--- src/rtl/instr_fetch_pkg.sv ---
// Shared types and constants for the instruction fetch unit and its prefetch buffer.
package instr_fetch_pkg;

    localparam int WORD_W = 16;

    typedef logic [WORD_W-1:0] word_t;

    localparam word_t RESET_PC_DEF = 16'h0000;

    // One prefetch buffer slot: the fetch address and the word read from it.
    typedef struct packed {
        word_t pc;
        word_t instr;
    } fetch_entry_t;

endpackage

--- src/rtl/fetch_fifo.sv ---
// Synchronous FIFO of fetch entries with single-cycle flush; supports push and
// pop on the same edge even when full.
module fetch_fifo
    import instr_fetch_pkg::*;
#(
    parameter int DEPTH = 2,
    localparam int PTR_W = (DEPTH > 1) ? $clog2(DEPTH) : 1,
    localparam int CNT_W = $clog2(DEPTH + 1)
) (
    input  logic             clk,
    input  logic             rst_n,
    input  logic             flush,
    input  logic             push,
    input  logic             pop,
    input  fetch_entry_t     wdata,
    output fetch_entry_t     rdata,
    output logic [CNT_W-1:0] count,
    output logic             full,
    output logic             empty
);

    fetch_entry_t     mem_q [DEPTH];
    fetch_entry_t     mem_d [DEPTH];
    logic [PTR_W-1:0] wr_ptr_q, wr_ptr_d;
    logic [PTR_W-1:0] rd_ptr_q, rd_ptr_d;
    logic [CNT_W-1:0] count_q, count_d;
    logic             do_push;
    logic             do_pop;

    // DEPTH need not be a power of two, so pointers wrap explicitly.
    function automatic logic [PTR_W-1:0] ptr_inc(input logic [PTR_W-1:0] p);
        return (p == PTR_W'(DEPTH - 1)) ? '0 : p + 1'b1;
    endfunction

    assign full  = (count_q == CNT_W'(DEPTH));
    assign empty = (count_q == '0);
    assign count = count_q;
    assign rdata = empty ? '0 : mem_q[rd_ptr_q];

    always_comb begin
        mem_d    = mem_q;
        wr_ptr_d = wr_ptr_q;
        rd_ptr_d = rd_ptr_q;
        count_d  = count_q;
        do_pop   = pop & ~empty;
        do_push  = push & (~full | do_pop);
        if (flush) begin
            wr_ptr_d = '0;
            rd_ptr_d = '0;
            count_d  = '0;
        end else begin
            if (do_push) begin
                mem_d[wr_ptr_q] = wdata;
                wr_ptr_d        = ptr_inc(wr_ptr_q);
            end
            if (do_pop) begin
                rd_ptr_d = ptr_inc(rd_ptr_q);
            end
            case ({do_push, do_pop})
                2'b10:   count_d = count_q + CNT_W'(1);
                2'b01:   count_d = count_q - CNT_W'(1);
                default: count_d = count_q;
            endcase
        end
    end

    always_ff @(posedge clk or negedge rst_n) begin
        if (!rst_n) begin
            for (int i = 0; i < DEPTH; i++) mem_q[i] <= '0;
            wr_ptr_q <= '0;
            rd_ptr_q <= '0;
            count_q  <= '0;
        end else begin
            mem_q    <= mem_d;
            wr_ptr_q <= wr_ptr_d;
            rd_ptr_q <= rd_ptr_d;
            count_q  <= count_d;
        end
    end

endmodule

--- src/rtl/instr_fetch.sv ---
// Instruction fetch unit: PC register, fetch/redirect control, and a small
// prefetch buffer feeding the decoder through a valid/ready handshake.
module instr_fetch
    import instr_fetch_pkg::*;
#(
    parameter word_t RESET_PC = RESET_PC_DEF,
    parameter int    DEPTH    = 2            // legal range 2..4
) (
    input  logic              clk,
    input  logic              rst_n,
    output logic [WORD_W-1:0] rom_addr,
    input  logic [WORD_W-1:0] rom_instr,
    input  logic              fetch_en,
    input  logic              redirect,
    input  logic [WORD_W-1:0] redirect_pc,
    output logic              out_valid,
    input  logic              out_ready,
    output logic [WORD_W-1:0] out_instr,
    output logic [WORD_W-1:0] out_pc
);

    localparam int CNT_W = $clog2(DEPTH + 1);

    word_t            pc_q, pc_d;
    logic             deq;
    logic             fetch;
    fetch_entry_t     wr_entry;
    fetch_entry_t     head;
    logic [CNT_W-1:0] fifo_count;
    logic             fifo_full;
    logic             fifo_empty;

    assign rom_addr  = pc_q;
    assign out_valid = ~fifo_empty;
    assign out_pc    = head.pc;
    assign out_instr = head.instr;

    // A full buffer can still accept a fetch when the head leaves on the same edge.
    always_comb begin
        deq            = out_valid & out_ready;
        fetch          = fetch_en & ~redirect & (~fifo_full | deq);
        wr_entry.pc    = pc_q;
        wr_entry.instr = rom_instr;
        pc_d           = pc_q;
        if (redirect)   pc_d = redirect_pc;
        else if (fetch) pc_d = pc_q + 16'd1;
    end

    always_ff @(posedge clk or negedge rst_n) begin
        if (!rst_n) pc_q <= RESET_PC;
        else        pc_q <= pc_d;
    end

    // A handshake coinciding with a redirect is consumed; the flush discards the slot.
    fetch_fifo #(.DEPTH(DEPTH)) u_fifo (
        .clk   (clk),
        .rst_n (rst_n),
        .flush (redirect),
        .push  (fetch),
        .pop   (deq & ~redirect),
        .wdata (wr_entry),
        .rdata (head),
        .count (fifo_count),
        .full  (fifo_full),
        .empty (fifo_empty)
    );

    always_comb begin
        assert (fifo_empty == (fifo_count == '0));
    end

endmodule

--- config.mk ---
export PLATFORM = sky130hd
export DESIGN_NAME = instr_fetch
export DESIGN_NICKNAME = d
export VERILOG_FILES = /design/src/rtl/instr_fetch_pkg.sv /design/src/rtl/fetch_fifo.sv /design/src/rtl/instr_fetch.sv
export SDC_FILE = /design/constraint.sdc
export NUM_CORES = 1
export LEC_CHECK = 0
export CORE_ASPECT_RATIO = 1.2
export CORE_MARGIN = 2
export CORE_UTILIZATION = 55
export CTS_CLUSTER_DIAMETER = 150
export CTS_CLUSTER_SIZE = 20
export DETAILED_ROUTE_END_ITERATION = 10
export PLACE_DENSITY = 0.95
export SLEW_MARGIN = 0
export SYNTH_ARGS = -nofsm -noshare
export SYNTH_HDL_FRONTEND = slang
export SYNTH_SLANG_ARGS = --single-unit
--- constraint.sdc ---
create_clock -name clk -period 5.3 [get_ports clk]
set_input_delay 0.795 -clock clk [delete_from_list [all_inputs] [get_ports clk]]
set_output_delay 0.795 -clock clk [all_outputs]
set_load 0.02 [all_outputs]
==> metrics <==
Crit-path slowest cell dfrtp_2; Vias/cell roughly 5.6; share of cells above drive strength 1 0.136; asr flop ratio synth 1.00; Syn Inst Count about 340; Seq pwr share 0.496; drt drc 0; crit path capture type primary output; Final nets about 450; FMAX 306 MHz; Worst EP arrival ~2.5 ns; Antenna Cells 0; Slew Limit Headroom 0.302; Leak Pwr 2.07 nW; Int Power 1.32 mW; # port buffers 85; largest net degree at the start of global routing 85; initial antenna violation count 0; Worst Hold Launch u_fifo.mem_q[38]; Unique masters post-synth 35; Switching Power between 0.5 and 0.6 mW; # Post-CTS Setup Buffers 0; Ports 86; PwrDens roughly 360 mW/mm²; Data required, critical path about 4.5 ns; prevailing post-synth register cell dfrtp_1; DP HPWL between 5000 and 6000 µm; EDFF count, synth 0; Inserted Clock Buffers 9; global placer's final weighted congestion between 0.7 and 0.8; DR iter-0 viols around 190; clk slew on worst S/H paths roughly 0.080 ns; RSZ-0062 raised after global routing no; grt ovf 0; synthesis-stage register bit count 84; CP Launch Type flip-flop; wire length of the first global-routing pass about 14000 µm; Slew @ Worst Pin 1.05 ns; cell breakdown of the critical path mux2i_1 -> nor2_1 -> clkdlybuf4s50_1; vias in the first global route 3038; Tmin final roughly 3.3 ns; Total Wirelength roughly 8500 µm; crit path kind reg -> out; Worst path top cell family by delay flip-flops; Slew Viols, Final 0; delay of the slowest critical-path stage between 1 and 1.5 ns; post-route non-filler standard cell count around 510; Worst Skew about 0.010 ns; Rows 34; placed inst area a little under 0.005 mm²; DR WL/cell 16.6 µm; Setup TNS 0 ns; Hold Buf Count CTS 0; Die Y about 100 µm; largest vdd supply drop 0.000273 V; Hold Path Class reg -> reg; root buffer cell clkbuf_8; worst-path fanout max 33; post-synthesis area per instance roughly 12 µm²; Initial Util 0.561; final instance area ~0.005 mm²; CTS tree done; Final ANT Viol Nets 0; sequential share of the synthesized area 0.524; Synth Warn # 0; total power ~1.8 mW; outcome finished, final reports clean; die width 82.0 µm; Clock Path Buffers 2; Comb power frac 0.238; Hold Vio Cnt, Final 0; drt pass-1 iters 4; via count ~2.9k; GRT Total Usage 0.231; Mapped Nets 374; Net Sw Frac 0.280; crit share post-route 0.616; cts repair resizes 0; CTS Sinks between 80 and 90; maxcap violations 0; crit path from u_fifo.rd_ptr_q; Placeable Area about 0.007 mm²; Die ar. between 0.007 and 0.008 mm²; Area Growth Syn to Fin 27.2%; clock power share 0.266; # setup viols final 0; synthesized cell area roughly 0.0040 mm²; Cells after DPL 494; Worst Path Buf+Inv 1; FF-to-FF Start u_fifo.count[0]; htree depth 3; Worst-Skew Late Latency approximately 0.35 ns
## cell families (layout without fill, tap and decap cells)
| family | count (synthesis) | in the layout | share of synthesized area |
|---|---|---|---|
| AOI/OAI and AO/OA | 23 | 23 | 0.0337 |
| buffers and inverters | 26 | 109 | 0.0318 |
| and+or+nand+nor | 90 | 90 | 0.112 |
| DFF | 84 | 84 | 0.524 |
| adders and majority gates | 1 | 1 | 0.00312 |
| xor gates and xnor gates | 13 | 13 | 0.0284 |
| muxes | 99 | 99 | 0.267 |
## power by group through the flow
stage,registers (mW),logic (mW),clock network [mW]
2_1_floorplan,0.890,0.274,0
3_3_place_gp,0.904,0.422,0
3_5_place_dp,0.917,0.439,0
4_1_cts,0.905,0.442,0.498
5_1_grt,0.926,0.477,0.525
6_report,0.906,0.435,0.486
## cells in the mapped netlist (5+ instances only)
cell type,count,area (µm²)
inv_1,6,22.5
mux2_1,31,349
mux2_2,33,372
o21ai_0,15,75.1
buf_4,6,45.0
buf_2,6,30.0
nand4_1,5,31.3
nand2_1,18,67.6
dfrtp_1,84,2100
xnor2_1,9,78.8
clkbuf_1,8,30.0
nor4_1,5,31.3
mux2i_1,35,350
nor2_1,43,161
## cells in the final DEF, fill, tap and decap left out, drive strengths merged, types with 6 or more instances in the layout
cell type,count
xnor2,9
dfrtp,84
o21ai,15
nand2,18
mux2,64
clkbuf,13
clkdlybuf4s50,84
inv,6
mux2i,35
nor2,43
## area by class of cell
cell class | count | area, µm²
Timing Repair Buffer | 88 | 871
Tap cell | 90 | 113
Multi-Input combinational cell | 226 | 1780
Sequential cell | 84 | 2100
Clock buffer | 13 | 149
Clock inverter | 2 | 60.1
Fill cell | 502 | 2050
Inverter | 6 | 22.5
## sequential cells by signal, summed over array words and instances (netlist names)
name,flops
u_fifo.mem_q,64
u_fifo.wr_ptr_q,1
u_fifo.rd_ptr_q,1
rom_addr,16
u_fifo.count,2
## worst register-to-register path, delay by kind of cell (launching register included)
family / cells / cell delay (ns)
muxes: 1 / 0.40
and+or+nand+nor: 3 / 1.54
DFF: 1 / 0.45
## metrics by stage
step / hold WS, ns / util / setup WS, ns
3_5_place_dp: 0.476 / 0.685 / 1.96
5_1_grt: 0.513 / 0.714 / 1.97
3_3_place_gp: 0.466 / 0.685 / 2.07
4_1_cts: 0.492 / 0.714 / 2.05
6_report: 0.489 / 0.714 / 2.03
2_1_floorplan: 0.457 / - / 3.24
## routing by layer
layer | GRT usage | part of all wire | up-vias
met4 | 0.114 | 0.023 | 0
met3 | 0.0493 | 0.057 | 15
met2 | 0.377 | 0.50 | 97
met1 | 0.285 | 0.42 | 1418
met5 | 0 | 0 | -
li1 | - | - | 1330
## final timing paths
check / to / slack [ns] / depth (start not counted)
max: out_pc[9] / 2.03 / 3
min: u_fifo.mem_q[38] / 0.49 / 1
max reg2reg: u_fifo.mem_q[25] / 2.80 / 4
min reg2reg: u_fifo.mem_q[38] / 0.49 / 1
max in group asynchronous: u_fifo.rd_ptr_q / 4.00 / 1
min in group asynchronous: u_fifo.mem_q[43] / 0.60 / 1
No activity file was read; power rests on OpenSTA's default activity.
